## config.mk

```make
export PLATFORM = sky130hd
export DESIGN_NAME = multicycle_main_controller
export DESIGN_NICKNAME = d
export VERILOG_FILES = /design/src/rtl/multicycle_main_controller_pkg.sv /design/src/rtl/multicycle_main_controller_alu_decoder.sv /design/src/rtl/multicycle_main_controller.sv
export SDC_FILE = /design/constraint.sdc
export NUM_CORES = 1
export LEC_CHECK = 0
export ABC_AREA = 1
export ABC_CLOCK_PERIOD_IN_PS = 1800
export BUFFER_PORTS_ARGS = -buffer_cell sky130_fd_sc_hd__buf_4
export CAP_MARGIN = 20
export CORE_AREA = 5 5 42 44
export DETAILED_ROUTE_END_ITERATION = 7
export DIE_AREA = 0 0 47 49
export PLACE_DENSITY = 0.66
export SETUP_SLACK_MARGIN = 0.3
export SLEW_MARGIN = 20
export SYNTH_ARGS = -nofsm -noshare
export SYNTH_HDL_FRONTEND = slang
export SYNTH_SLANG_ARGS = --single-unit
export TNS_END_PERCENT = 10
```

## constraint.sdc

```tcl
create_clock -name clock -period 1.8 [get_ports clock]
set_input_delay 0.45 -clock clock [delete_from_list [all_inputs] [get_ports clock]]
set_output_delay 0.45 -clock clock [all_outputs]
set_load 0.02 [all_outputs]
```

## src/rtl/multicycle_main_controller_pkg.sv

```systemverilog
// ----------------------------------------------------------------------------
// controller_pkg
// Shared types and encodings for the multicycle ARM main controller:
//   - state_t        : main FSM state enum
//   - OP_*           : instr[27:26] major opcode classes
//   - CMD_*          : supported data-processing cmd fields (instr[24:21])
//   - ALU_*          : alu_control encodings
//   - SRCB_*, RES_*  : alu_source_b and result_source select values
// ----------------------------------------------------------------------------
package controller_pkg;

    typedef enum logic [3:0] {
        S_FETCH    = 4'd0,
        S_DECODE   = 4'd1,
        S_MEMADR   = 4'd2,
        S_MEMREAD  = 4'd3,
        S_MEMWB    = 4'd4,
        S_MEMWRITE = 4'd5,
        S_EXECUTER = 4'd6,
        S_EXECUTEI = 4'd7,
        S_ALUWB    = 4'd8,
        S_BRANCH   = 4'd9
    } state_t;

    localparam logic [1:0] OP_DP  = 2'b00;
    localparam logic [1:0] OP_MEM = 2'b01;
    localparam logic [1:0] OP_BR  = 2'b10;

    localparam logic [3:0] CMD_ADD = 4'b0100;
    localparam logic [3:0] CMD_SUB = 4'b0010;
    localparam logic [3:0] CMD_AND = 4'b0000;
    localparam logic [3:0] CMD_ORR = 4'b1100;

    localparam logic [1:0] ALU_ADD = 2'b00;
    localparam logic [1:0] ALU_SUB = 2'b01;
    localparam logic [1:0] ALU_AND = 2'b10;
    localparam logic [1:0] ALU_ORR = 2'b11;

    localparam logic [1:0] SRCB_REG  = 2'b00;
    localparam logic [1:0] SRCB_EXT  = 2'b01;
    localparam logic [1:0] SRCB_FOUR = 2'b10;

    localparam logic [1:0] RES_ALUOUT = 2'b00;
    localparam logic [1:0] RES_DATA   = 2'b01;
    localparam logic [1:0] RES_ALU    = 2'b10;

endpackage

```

## src/rtl/multicycle_main_controller_alu_decoder.sv

```systemverilog
// ----------------------------------------------------------------------------
// alu_decoder
// Combinational decode of the data-processing cmd and S bit.
//   cmd          in  4  instr[24:21]
//   s            in  1  instr[20], set-flags bit
//   alu_control  out 2  ALU operation (ADD when cmd is unsupported)
//   flag_write   out 2  [1] NZ request, [0] CV request (arithmetic ops only)
//   unsupported  out 1  cmd is not one of ADD/SUB/AND/ORR
// The top gates alu_control/flag_write with the execute states.
// ----------------------------------------------------------------------------
module alu_decoder
    import controller_pkg::*;
(
    input  logic [3:0] cmd,
    input  logic       s,
    output logic [1:0] alu_control,
    output logic [1:0] flag_write,
    output logic       unsupported
);

    // NOTE: every output gets a default before the case so no latch is inferred.
    always_comb begin
        alu_control = ALU_ADD;
        unsupported = 1'b0;
        case (cmd)
            CMD_ADD: alu_control = ALU_ADD;
            CMD_SUB: alu_control = ALU_SUB;
            CMD_AND: alu_control = ALU_AND;
            CMD_ORR: alu_control = ALU_ORR;
            default: unsupported = 1'b1;
        endcase
    end

    // Carry/overflow only mean something for arithmetic results.
    assign flag_write[1] = s & ~unsupported;
    assign flag_write[0] = s & ~unsupported &
                           ((alu_control == ALU_ADD) | (alu_control == ALU_SUB));

endmodule

```

## src/rtl/multicycle_main_controller.sv

```systemverilog
// ----------------------------------------------------------------------------
// multicycle_main_controller
// Main Moore control FSM of the multicycle ARM core. Steps each instruction
// through fetch/decode/execute/memory/writeback and drives datapath selects,
// unconditional strobes and the potential_* requests for the condition logic.
//   clock, reset (async, active-low)
//   op, funct, rd                : latched instruction fields
//   instruction_write, next_pc   : fetch strobes
//   address_source, alu_source_a, alu_source_b, result_source, alu_control
//   potential_register_write/memory_write/flag_write/program_counter, link
// Optional feature macro: BRANCH_LINK_EN (BL writes PC+4 to R14).
// Only the state is registered; all outputs are combinational.
// ----------------------------------------------------------------------------
module multicycle_main_controller
    import controller_pkg::*;
(
    input  logic       clock,
    input  logic       reset,
    input  logic [1:0] op,
    input  logic [5:0] funct,
    input  logic [3:0] rd,
    output logic       instruction_write,
    output logic       next_pc,
    output logic       address_source,
    output logic       alu_source_a,
    output logic [1:0] alu_source_b,
    output logic [1:0] result_source,
    output logic [1:0] alu_control,
    output logic       potential_register_write,
    output logic       potential_memory_write,
    output logic [1:0] potential_flag_write,
    output logic       potential_program_counter,
    output logic       link
);

    state_t     state_q, state_d;
    logic [1:0] dec_alu_control;
    logic [1:0] dec_flag_write;
    logic       dec_unsupported;
    logic       alu_en;
    logic       iw, npc, prw, pmw, ppc, lnk;

    alu_decoder u_alu_decoder (
        .cmd         (funct[4:1]),
        .s           (funct[0]),
        .alu_control (dec_alu_control),
        .flag_write  (dec_flag_write),
        .unsupported (dec_unsupported)
    );

    always_comb begin
        state_d = S_FETCH;
        case (state_q)
            S_FETCH:  state_d = S_DECODE;
            S_DECODE: begin
                case (op)
                    OP_MEM:  state_d = S_MEMADR;
                    OP_BR:   state_d = S_BRANCH;
                    OP_DP:   state_d = dec_unsupported ? S_FETCH :
                                       (funct[5] ? S_EXECUTEI : S_EXECUTER);
                    default: state_d = S_FETCH;
                endcase
            end
            S_MEMADR:   state_d = funct[0] ? S_MEMREAD : S_MEMWRITE;
            S_MEMREAD:  state_d = S_MEMWB;
            S_EXECUTER,
            S_EXECUTEI: state_d = S_ALUWB;
            default:    state_d = S_FETCH;
        endcase
    end

    // NOTE: state uses non-blocking assignment with the async reset in the sensitivity list.
    always_ff @(posedge clock or negedge reset) begin
        if (!reset) state_q <= S_FETCH;
        else        state_q <= state_d;
    end

    always_comb begin
        iw             = 1'b0;
        npc            = 1'b0;
        address_source = 1'b0;
        alu_source_a   = 1'b0;
        alu_source_b   = SRCB_REG;
        result_source  = RES_ALUOUT;
        prw            = 1'b0;
        pmw            = 1'b0;
        ppc            = 1'b0;
        lnk            = 1'b0;
        alu_en         = 1'b0;
        case (state_q)
            S_FETCH: begin
                iw            = 1'b1;
                npc           = 1'b1;
                alu_source_a  = 1'b1;
                alu_source_b  = SRCB_FOUR;
                result_source = RES_ALU;
            end
            S_DECODE: begin
                alu_source_a  = 1'b1;
                alu_source_b  = SRCB_FOUR;
                result_source = RES_ALU;
            end
            S_MEMADR:  alu_source_b = SRCB_EXT;
            S_MEMREAD: address_source = 1'b1;
            S_MEMWB: begin
                result_source = RES_DATA;
                prw           = 1'b1;
                ppc           = (rd == 4'hF);
            end
            S_MEMWRITE: begin
                address_source = 1'b1;
                pmw            = 1'b1;
            end
            S_EXECUTER: alu_en = 1'b1;
            S_EXECUTEI: begin
                alu_source_b = SRCB_EXT;
                alu_en       = 1'b1;
            end
            S_ALUWB: begin
                prw = 1'b1;
                ppc = (rd == 4'hF);
            end
            S_BRANCH: begin
                alu_source_b  = SRCB_EXT;
                result_source = RES_ALU;
                ppc           = 1'b1;
`ifdef BRANCH_LINK_EN
                lnk           = funct[4];
                prw           = funct[4];
`else
                lnk           = 1'b0;
`endif
            end
            default: ;
        endcase
    end

    assign alu_control          = alu_en ? dec_alu_control : ALU_ADD;
    assign potential_flag_write = (alu_en && reset) ? dec_flag_write : 2'b00;

    // Strobes are suppressed while reset is held; selects keep their FETCH values.
    assign instruction_write         = iw  & reset;
    assign next_pc                   = npc & reset;
    assign potential_register_write  = prw & reset;
    assign potential_memory_write    = pmw & reset;
    assign potential_program_counter = ppc & reset;
    assign link                      = lnk & reset;

endmodule

```

==> results of run 1 <==
-- metal layers --
layer	global-route usage [%]	up-vias	wire length (um)
met5	0	-	0
met4	5.069	0	0
met3	3.321	0	74
met2	22.62	12	767
met1	12.44	267	461
li1	-	315	-
-- synth_stat cells --
cell type / n / area share (%)
sky130_fd_sc_hd__nand2_1: 21 / 18
sky130_fd_sc_hd__inv_1: 13 / 11
sky130_fd_sc_hd__nor2_1: 10 / 8.5
sky130_fd_sc_hd__nand3_1: 5 / 5.7
sky130_fd_sc_hd__dfrtp_1: 4 / 23
sky130_fd_sc_hd__a21oi_1: 3 / 3.4
sky130_fd_sc_hd__o21ai_0: 3 / 3.4
sky130_fd_sc_hd__buf_4: 2 / 3.4
sky130_fd_sc_hd__nor2_2: 2 / 2.8
sky130_fd_sc_hd__nor3_1: 2 / 2.3
sky130_fd_sc_hd__buf_2: 1 / 1.1
sky130_fd_sc_hd__clkinv_4: 1 / 2.0
sky130_fd_sc_hd__conb_1: 1 / 0.85
sky130_fd_sc_hd__inv_2: 1 / 0.85
sky130_fd_sc_hd__nand2_2: 1 / 1.4
sky130_fd_sc_hd__nand3_2: 1 / 2.3
sky130_fd_sc_hd__nand4_1: 1 / 1.4
sky130_fd_sc_hd__nor4_1: 1 / 1.4
sky130_fd_sc_hd__o21ai_1: 1 / 1.1
sky130_fd_sc_hd__o22ai_1: 1 / 1.4
sky130_fd_sc_hd__o31ai_1: 1 / 1.7
sky130_fd_sc_hd__or2_1: 1 / 1.4
sky130_fd_sc_hd__or2_4: 1 / 2.0
-- power groups by stage --
stage	Clock [W]	Sequential (W)	Combinational, W
after floorplan	0	0.000169	0.000493
after global placement	0	0.000194	0.000755
after detailed placement	0	0.000192	0.000762
after CTS	0.000111	0.000192	0.000818
after global routing	0.000121	0.000207	0.000894
final	0.000106	0.000200	0.000815
-- worst max path at each step --
| stage | startpoint | endpoint | slack, ps |
|---|---|---|---|
| 2_1_floorplan | state_q[1]$_DFF_PN0_ | next_pc | 150 |
| 3_3_place_gp | funct[3] | potential_flag_write[0] | -50 |
| 3_5_place_dp | funct[3] | potential_flag_write[0] | -70 |
| 4_1_cts | state_q[2]$_DFF_PN0_ | potential_flag_write[0] | -100 |
| 5_1_grt | state_q[2]$_DFF_PN0_ | potential_flag_write[0] | -180 |
| 6_report | state_q[2]$_DFF_PN0_ | potential_flag_write[0] | -90 |
-- per-stage QoR --
stage	hold WS [ps]	instance area, um^2	instances	worst slack (ps)	util (%)
3_3_place_gp	265.1	709.4	123	-48.08	50.63
6_report	27.96	774.5	129	-92.25	55.27
2_1_floorplan	154.4	469.2	78	148.9	-
3_5_place_dp	266.1	709.4	123	-74.57	50.63
5_1_grt	15.54	774.5	129	-177.5	55.27
4_1_cts	22.79	773.2	129	-100.9	55.18
-- layout make-up --
cell class,count,share of cell area [%]
inverters,15,7.916
well taps,16,2.585
repair buffers,35,35.38
multi-input cells,56,38.13
clock buffers,3,2.908
flip-flops and latches,4,13.09
-- logic make-up after synthesis --
| family | after synthesis |
|---|---|
| DFF | 4 |
| buffers and inverters | 18 |
| other | 1 |
| AOI/OAI and AO/OA | 9 |
| and+or+nand+nor | 46 |
-- repair_timing --
action	CTS	global route
buffers inserted	3	0
setup endpoints to repair	15	15
hold endpoints to repair	0	0
pin swaps	4	1
resized for setup	5	2
==> metrics.txt, run 1 <==
critical path data arrival time=around 1400 ps; leading cell type in the layout, fill and taps excluded=sky130_fd_sc_hd__buf_4; Crit Path Class=register to output port; Unique masters post-synth=23; post-detailed-routing wire length=1304 um; destination of the worst register-to-register timing path=state_q[1]$_DFF_PN0_; commonest non-fill, non-tap cells in the layout=sky130_fd_sc_hd__buf_4, sky130_fd_sc_hd__nand2_1, sky130_fd_sc_hd__inv_1; H-tree levels=1; net count after synthesis=92; Max Cap Violations=0; Cell Chain, Critical Path=inv_2 -> or2_4 -> clkinv_4 -> nand3_2 -> or2_4 -> nor2_4 -> buf_6; count of fill cells added during filler insertion=150; CTS Hold Bufs=0; final clock period utilization by the worst path=105.1%; total power divided by cell area=1447 nW/um^2; Critical Path Start Type=register; GP Congestion=a little under 0.8; Worst-path clk slew=~40 ps; post-route antenna net violation count=0; portion of the post-synthesis area used by sequential elements=about 23%; reg-to-reg setup timing slack=about 630 ps; antenna violations before repair=0; delay of the slowest cell on the worst path=about 350 ps; Ys Warns=0; grt total ovfl=0; Peak supply drop=a little over 900 uV; Setup TNS=-266.2 ps; data required time at the worst endpoint=around 1400 ps; RSZ-0062 raised after global routing=yes; minimum clock period after layout=between 1500 and 2000 ps; Storage cell area=roughly 100 um^2; Clock Path Buffers=2; Simple-Gate Fraction of Synth Area=between 40% and 50%; worst clock skew=3.336 ps; net count of the finished layout=about 130; WP buf/inv=3; area overhead of the layout relative to synthesis=75.35%; final setup slack of the worst path=-92.25 ps; vias per std cell=about 4.6; Gate Count Post-Synth=just under 80; post-synthesis average cell area=5.662 um^2; CP Depth=7; post-DR wirelength/cell=slightly above 10 um; clock tree from TritonCTS=done; total area of multi-input combinational cells=a little under 300 um^2; Flop pwr share=~18%; share of the synthesized netlist area taken by xor and xnor gates=0%; die area=approximately 2300 um^2; cell family contributing the most delay on the critical path=simple AND/OR/NAND/NOR gates; DP Wirelength=1111 um; Reg2Reg Depth=5; fraction of final layout cells with drive strength greater than 1=roughly 47%; Top cell by count, worst path=sky130_fd_sc_hd__or2_4; number of buffers created by CTS=3; dominant combinational cell family by area after synthesis=simple AND/OR/NAND/NOR gates; cell area after technology mapping=441.7 um^2; effective utilization at floorplan=between 30% and 40%; number of rows created at floorplan=14; Min-Delay Path Class=input pin to async pin; clock root buffer=sky130_fd_sc_hd__clkbuf_4; number of top-level pins=30; outcome=finished with violations; overall die width=about 47 um; kind of capture point of the worst setup path=output port; vias post-DR=594; Leak=0.4437 nW; Int Power=0.0005642 W; fraction of the mapped netlist area in adder cells=0%; first-pass GRT wire length=2139 um; # port buffers=28; proportion of total power due to net switching=between 40% and 50%; most flop-heavy register=state_q; Clock Power Share=9.4%; Slowest cell on crit path=sky130_fd_sc_hd__dfrtp_1; final number of hold-violating endpoints=0; FMAX=roughly 530 MHz; crit path max fanout=4; Regs by FF count=state_q (4); pin count of the biggest net entering global routing=10; aggregate global-route resource usage=between 10% and 20%; failing checks=negative setup slack; final number of max-transition violations=0; initial DRC count=12; DRC errors left=0; post-route total power=roughly 0.0011 W; share of the synthesized area in compound gates (AO/OA/AOI/OAI)=between 10% and 20%; Placeable Area=~1400 um^2; total iterations of the first detailed-routing run=4; vias in the first global route=approximately 550; source of the worst register-to-register timing path=state_q[1]$_DFF_PN0_; CTS sink count=4; clock network latency to the later pin of the worst-skew pair=approximately 230 ps; ant diodes=0; total net switching power=0.0005568 W; final setup violating endpoints=6; height of the die=about 49 um; Combinational Power Share=between 70 and 80%; number of register bits inferred by synthesis=4; fraction of synthesized area in multiplexers=0%; number of flip-flops under the largest register name=4
Power figures use the tool's default switching activity.
==> run 2: changes to the inputs <==
--- a/config.mk
+++ b/config.mk
@@ -12,7 +12,8 @@
 export CORE_AREA = 5 5 42 44
 export DETAILED_ROUTE_END_ITERATION = 7
 export DIE_AREA = 0 0 47 49
-export PLACE_DENSITY = 0.66
+export HOLD_SLACK_MARGIN = 0.12
+export PLACE_DENSITY = 0.7
 export SETUP_SLACK_MARGIN = 0.3
 export SLEW_MARGIN = 20
 export SYNTH_ARGS = -nofsm -noshare
==> run 2 against run 1 <==
  * Count of clock-buffer cells in the layout unchanged
  * Critical endpoint is now potential_program_counter
  * The flow still finishes with violations (negative setup slack)
  * Setup slack worse by 6.8 ps
  * Non-clock buffer count up 3
  * Core utilization is 3.2 points higher
  * Maximum frequency shrank 0.36%
  * Sequential share of layout area shrank 0.72 points
  * Total power increased by 6.5%
  * Global-route usage increased by 1.3 points
  * Clock skew increased by 2.0 ps
==> metrics.txt, run 2 (synthesized netlist as in run 1, its figures left out) <==
outcome=finished with violations; failing checks=negative setup slack; post-route antenna net violation count=0; final number of max-transition violations=0; CTS sink count=4; post-placement worst setup slack=-86.95 ps; proportion of total power due to net switching=approximately half; hold wc startpoint=op[0]; kind of capture point of the worst setup path=output port; Regs by FF count=state_q (4); vias post-DR=a little under 600; net count of the finished layout=132; overall die width=47 um; vias per std cell=between 4 and 5; pin count of the biggest net entering global routing=10; commonest non-fill, non-tap cells in the layout=sky130_fd_sc_hd__buf_4, sky130_fd_sc_hd__nand2_1, sky130_fd_sc_hd__inv_1; post-route total power=between 0.001 and 0.0015 W; worst clock skew=5.312 ps; Placed Cells=124; aggregate global-route resource usage=between 10% and 20%; clock root buffer=sky130_fd_sc_hd__clkbuf_4; Finished Layout Cells=approximately 130; Peak supply drop=913.8 uV; GP Congestion=around 0.80; Clock Power Share=a little under a tenth; Placeable Area=approximately 1400 um^2; fraction of final layout cells with drive strength greater than 1=~52%; depth of the worst hold-timing path=2; Leak=roughly 0.46 nW; Worst-path clk slew=approximately 40 ps; grt total ovfl=0; clock tree from TritonCTS=done; FMAX=526.6 MHz; antenna violations before repair=0; Crit Path Class=register to output port; total iterations of the first detailed-routing run=4; Max Cap Violations=0; die area=2303 um^2; final clock period utilization by the worst path=105.5%; final number of hold-violating endpoints=0; final setup slack of the worst path=-99.04 ps; final setup violating endpoints=10; Min-Delay Path Class=input pin to register; most flop-heavy register=state_q; H-tree levels=1; minimum clock period after layout=roughly 1900 ps; leading cell type in the layout, fill and taps excluded=sky130_fd_sc_hd__buf_4; Clock Path Buffers=2; RSZ-0062 raised after global routing=yes; vias in the first global route=just under 600; ant diodes=0; post-detailed-routing wire length=1415 um; post-layout util=58.48%; Combinational Power Share=between 70% and 80%; crit path max fanout=2; Int Power=~0.00060 W; data required time at the worst endpoint=1350 ps; number of top-level pins=30; source of the worst register-to-register timing path=state_q[1]$_DFF_PN0_; DRC errors left=0; number of flip-flops under the largest register name=4; Flop pwr share=15.4%; effective utilization at floorplan=a little under a third; height of the die=between 40 and 50 um; CP Launch Point=state_q[2]$_DFF_PN0_; DP Wirelength=1147 um; number of buffers created by CTS=3; Reg2Reg Depth=5; Critical Path Start Type=register; first-pass GRT wire length=2332 um; initial DRC count=8; # port buffers=28; area overhead of the layout relative to synthesis=85.55%; total net switching power=0.0005914 W; number of rows created at floorplan=14; Setup TNS=-427.8 ps; post-DR wirelength/cell=~11 um; critical path data arrival time=between 1000 and 1500 ps; clock network latency to the later pin of the worst-skew pair=about 240 ps; total power divided by cell area=roughly 1500 nW/um^2
## run 2: cell count changes in the layout (fill, tap and decap cells not counted), sizes merged
cell,before,now
buf,35,37
dlygate4sd3,0,1
## run 2: what timing repair did
item / in CTS / in global routing
cloned: 0 / 0
endpoints found under the setup margin: 15 / 15
pin swaps: 3 / 0
endpoints found under the hold margin: 4 / 0
setup buffers: 4 / 0
resized for setup: 4 / 10
hold buffers: 1 / 0
## run 2: cell type report
class,count,area (um^2)
timing repair buffer,38,306.5
tap,16,20.02
fill,139,581.8
multi-input combinational,56,307.8
sequential,4,101.3
clock buffer,3,22.52
inverter,15,61.31
## run 2: layer usage
metal,routed length [um],vias to the layer above,share of wire [%],global-route usage (%)
li1,-,317,-,-
met1,548,260,39,14.22
met2,777,15,55,23.08
met3,64,4,4.5,4.428
met4,25,0,1.8,7.373
met5,0,-,0,0
## run 2: path summary, 6_finish.rpt
check / end / slack (ps)
worst max-delay path: potential_program_counter / -100
worst min-delay path: state_q[3]$_DFF_PN0_ / 420
worst max register to register: state_q[1]$_DFF_PN0_ / 640
worst min register to register: state_q[0]$_DFF_PN0_ / 560
max in group asynchronous: state_q[1]$_DFF_PN0_ / 990
min in group asynchronous: state_q[2]$_DFF_PN0_ / 620
## run 2: power groups by stage
| stage | Combinational [W] | Sequential [W] | Clock (W) |
|---|---|---|---|
| after floorplan | 0.000493 | 0.000169 | 0 |
| after global placement | 0.000794 | 0.000172 | 0 |
| after detailed placement | 0.000807 | 0.000173 | 0 |
| after CTS | 0.000873 | 0.000172 | 0.000117 |
| after global routing | 0.000980 | 0.000188 | 0.000130 |
| final | 0.000898 | 0.000184 | 0.000112 |
## run 2: metrics by stage
| step | hold slack [ps] | instance area [um^2] |
|---|---|---|
| after CTS | 410.7 | 795.8 |
| final | 417.8 | 819.5 |
| after floorplan | 154.4 | 469.2 |
| after detailed placement | 263.7 | 716.9 |
| after global routing | 408.9 | 819.5 |
| after global placement | 263.4 | 716.9 |
## run 2: critical path: stages, from the launching register on
cell                      delay [ps]
sky130_fd_sc_hd__dfrtp_1         370
sky130_fd_sc_hd__inv_2            40
sky130_fd_sc_hd__or2_4           260
sky130_fd_sc_hd__buf_4           140
sky130_fd_sc_hd__nand2_1          60
sky130_fd_sc_hd__nand3_2          70
sky130_fd_sc_hd__o22ai_1         110
sky130_fd_sc_hd__buf_4           160
==> run 3: changes to the inputs <==
--- a/config.mk
+++ b/config.mk
@@ -5,7 +5,6 @@
 export SDC_FILE = /design/constraint.sdc
 export NUM_CORES = 1
 export LEC_CHECK = 0
-export ABC_AREA = 1
 export ABC_CLOCK_PERIOD_IN_PS = 1800
 export BUFFER_PORTS_ARGS = -buffer_cell sky130_fd_sc_hd__buf_4
 export CAP_MARGIN = 20
@@ -13,7 +12,7 @@
 export DETAILED_ROUTE_END_ITERATION = 7
 export DIE_AREA = 0 0 47 49
 export HOLD_SLACK_MARGIN = 0.12
-export PLACE_DENSITY = 0.7
+export PLACE_DENSITY = 0.75
 export SETUP_SLACK_MARGIN = 0.3
 export SLEW_MARGIN = 20
 export SYNTH_ARGS = -nofsm -noshare
==> run 3 against run 2 <==
  * The flow still finishes with violations (negative setup slack)
  * Wire length rose by 4.0%
  * Non-clock buffer count fell by 2
  * Maximum frequency rose by 5.4%
  * Critical path type unchanged
==> metrics.txt, run 3 <==
grt total ovfl=0; fraction of final layout cells with drive strength greater than 1=between 60% and 70%; antenna violations before repair=0; net count after synthesis=a little under 80; reg-to-reg setup timing slack=roughly 600 ps; post-synthesis average cell area=7.885 um^2; cell area after technology mapping=496.7 um^2; ant diodes=0; Leak=around 0.37 nW; depth of the worst hold-timing path=3; GP Congestion=between 0.7 and 0.8; top cells by area, synth=sky130_fd_sc_hd__dfrtp_1, sky130_fd_sc_hd__nor3_1, sky130_fd_sc_hd__buf_4; number of rows created at floorplan=14; number of top-level pins=30; Flop pwr share=approximately a fifth; proportion of total power due to net switching=roughly half; number of register bits inferred by synthesis=4; Peak supply drop=just under 900 uV; commonest non-fill, non-tap cells in the layout=sky130_fd_sc_hd__buf_4, sky130_fd_sc_hd__nor3_2, sky130_fd_sc_hd__nor2_1; crit path max fanout=7; hold slack=484.1 ps; destination of the worst register-to-register timing path=state_q[0]$_DFF_PN0_; critical path data arrival time=approximately 1400 ps; delay of the slowest cell on the worst path=around 430 ps; Clock Path Buffers=2; # port buffers=28; overall die width=between 40 and 50 um; first-pass GRT wire length=approximately 2400 um; worst clock skew=~4.2 ps; net count of the finished layout=around 110; Unique masters post-synth=31; Worst-path clk slew=about 40 ps; hold-critical path endpoint=state_q[1]$_DFF_PN0_; Combinational Power Share=70.3%; failing checks=negative setup slack; Critical Path Start Type=register; share of the synthesized area in the top cell type=approximately a fifth; ys flop type=sky130_fd_sc_hd__dfrtp_1; vias post-DR=593; RSZ-0062 raised after global routing=yes; Synth top cells by count=sky130_fd_sc_hd__nor3_1, sky130_fd_sc_hd__nor2_1; number of flip-flops under the largest register name=4; post-route total power=roughly 0.0011 W; aggregate global-route resource usage=13.94%; Cell Chain, Critical Path=and4bb_1 -> nand3_1 -> nor3_2 -> buf_4; leading cell type in the layout, fill and taps excluded=sky130_fd_sc_hd__buf_4; source of the worst register-to-register timing path=state_q[1]$_DFF_PN0_; DP Wirelength=between 1000 and 1500 um; area overhead of the layout relative to synthesis=68.77%; hold wc startpoint=op[0]; post-detailed-routing wire length=1471 um; Max Cap Violations=0; clock root buffer=sky130_fd_sc_hd__clkbuf_4; clock tree from TritonCTS=done; Ys Warns=0; Placeable Area=between 1000 and 1500 um^2; portion of the post-synthesis area used by sequential elements=just over 20%; post-DR wirelength/cell=approximately 13 um; die area=roughly 2300 um^2; final clock period utilization by the worst path=100.1%; Min-Delay Path Class=input pin to register; Placed Cells=a little over 100; minimum clock period after layout=about 1800 ps; kind of capture point of the worst setup path=output port; final setup slack of the worst path=-1.965 ps; Crit Path Class=register to output port; Regs by FF count=state_q (4); number of buffers created by CTS=3; Setup TNS=-1.965 ps; DRC errors left=0; pin count of the biggest net entering global routing=11; Gate Count Post-Synth=63; Clock Power Share=a little over a tenth; height of the die=between 40 and 50 um; Int Power=about 0.00055 W; final number of max-transition violations=0; library cell occupying the most area in the post-synthesis netlist=sky130_fd_sc_hd__dfrtp_1; total iterations of the first detailed-routing run=4; vias in the first global route=550; total net switching power=approximately 0.0005 W; Finished Layout Cells=between 100 and 150; dominant cell by count in the synthesized netlist=sky130_fd_sc_hd__nor3_1; H-tree levels=1; EDFF count, synth=0; fraction of synthesis flops using an asynchronous set or reset pin=100.0%; final number of hold-violating endpoints=0; effective utilization at floorplan=a little over a third; total power divided by cell area=around 1300 nW/um^2; data required time at the worst endpoint=between 1000 and 1500 ps; CTS sink count=4; final setup violating endpoints=1; FMAX=approximately 550 MHz; Reg2Reg Depth=4; post-route antenna net violation count=0; Slowest cell on crit path=sky130_fd_sc_hd__dfrtp_2; initial DRC count=11; most flop-heavy register=state_q; clock network latency to the later pin of the worst-skew pair=roughly 240 ps; vias per std cell=~5.3; outcome=finished with violations
-- run 3: cell count changes in the layout (fill, tap and decap cells not counted), sizes merged, moves of 4 or more --
cell	previous run	this run
inv	14	3
nand2	22	4
nand2b	0	4
nand3	6	2
nor2	12	5
nor3	2	8
o21ai	4	0
-- run 3: worst max-delay path by stage --
stage	start	endpoint
after floorplan	state_q[2]$_DFF_PN0_	next_pc
after global placement	funct[1]	potential_flag_write[0]
after detailed placement	funct[1]	potential_flag_write[0]
after CTS	state_q[3]$_DFF_PN0_	potential_flag_write[0]
after global routing	state_q[2]$_DFF_PN0_	alu_control[1]
final	state_q[3]$_DFF_PN0_	potential_flag_write[0]
-- run 3: layer usage --
| layer | up-vias | routed length (um) | GRT usage [%] |
|---|---|---|---|
| met5 | - | 0 | 0 |
| met4 | 0 | 0 | 2.765 |
| met3 | 0 | 139 | 4.797 |
| met2 | 34 | 800 | 22.62 |
| met1 | 272 | 531 | 17.41 |
| li1 | 287 | - | - |
-- run 3: what timing repair did --
action	in CTS	in global routing
hold buffers	1	0
pin swaps	2	2
setup endpoints to repair	15	15
buffers inserted	2	3
resized for setup	8	2
endpoints found under the hold margin	4	0
-- run 3: metrics by stage --
step	util (%)	setup slack [ps]	instance area [um^2]
2_1_floorplan	-	121.8	546.8
3_3_place_gp	51.88	117.6	726.9
3_5_place_dp	51.88	118.4	726.9
5_1_grt	59.82	-108.8	838.3
4_1_cts	57.32	-45.71	803.3
6_report	59.82	-1.965	838.3
-- run 3: cells by family (layout without fill, tap and decap cells) --
family / Yosys count / count (layout) / share of synthesized area [%]
buffers and inverters: 10 / 42 / 12.59
xor gates and xnor gates: 4 / 4 / 7.054
muxes: 1 / 1 / 4.534
AOI/OAI and AO/OA: 11 / 11 / 17.13
DFF: 4 / 4 / 20.15
and+or+nand+nor: 32 / 32 / 37.78
other: 1 / 1 / 0.7549
-- run 3: cell type report --
cell class,count,area [um^2]
clock buffer,3,22.52
fill,131,563.0
inverter,3,11.26
multi-input combinational,49,402.9
sequential,4,105.1
tap,16,20.02
timing repair buffer,36,276.5
-- run 3: critical path, delay by kind of cell (launching register included) --
family        cells  cell delay, ps
simple gates      3             530
buf+inv           1             160
flops             1             430
-- run 3: power groups by stage --
stage	clock [W]	sequential, W	combinational [W]
after floorplan	0	0.000143	0.000524
after global placement	0	0.000194	0.000644
after detailed placement	0	0.000194	0.000651
after CTS	0.000118	0.000199	0.000697
after global routing	0.000125	0.000211	0.000807
final	0.000113	0.000203	0.000747
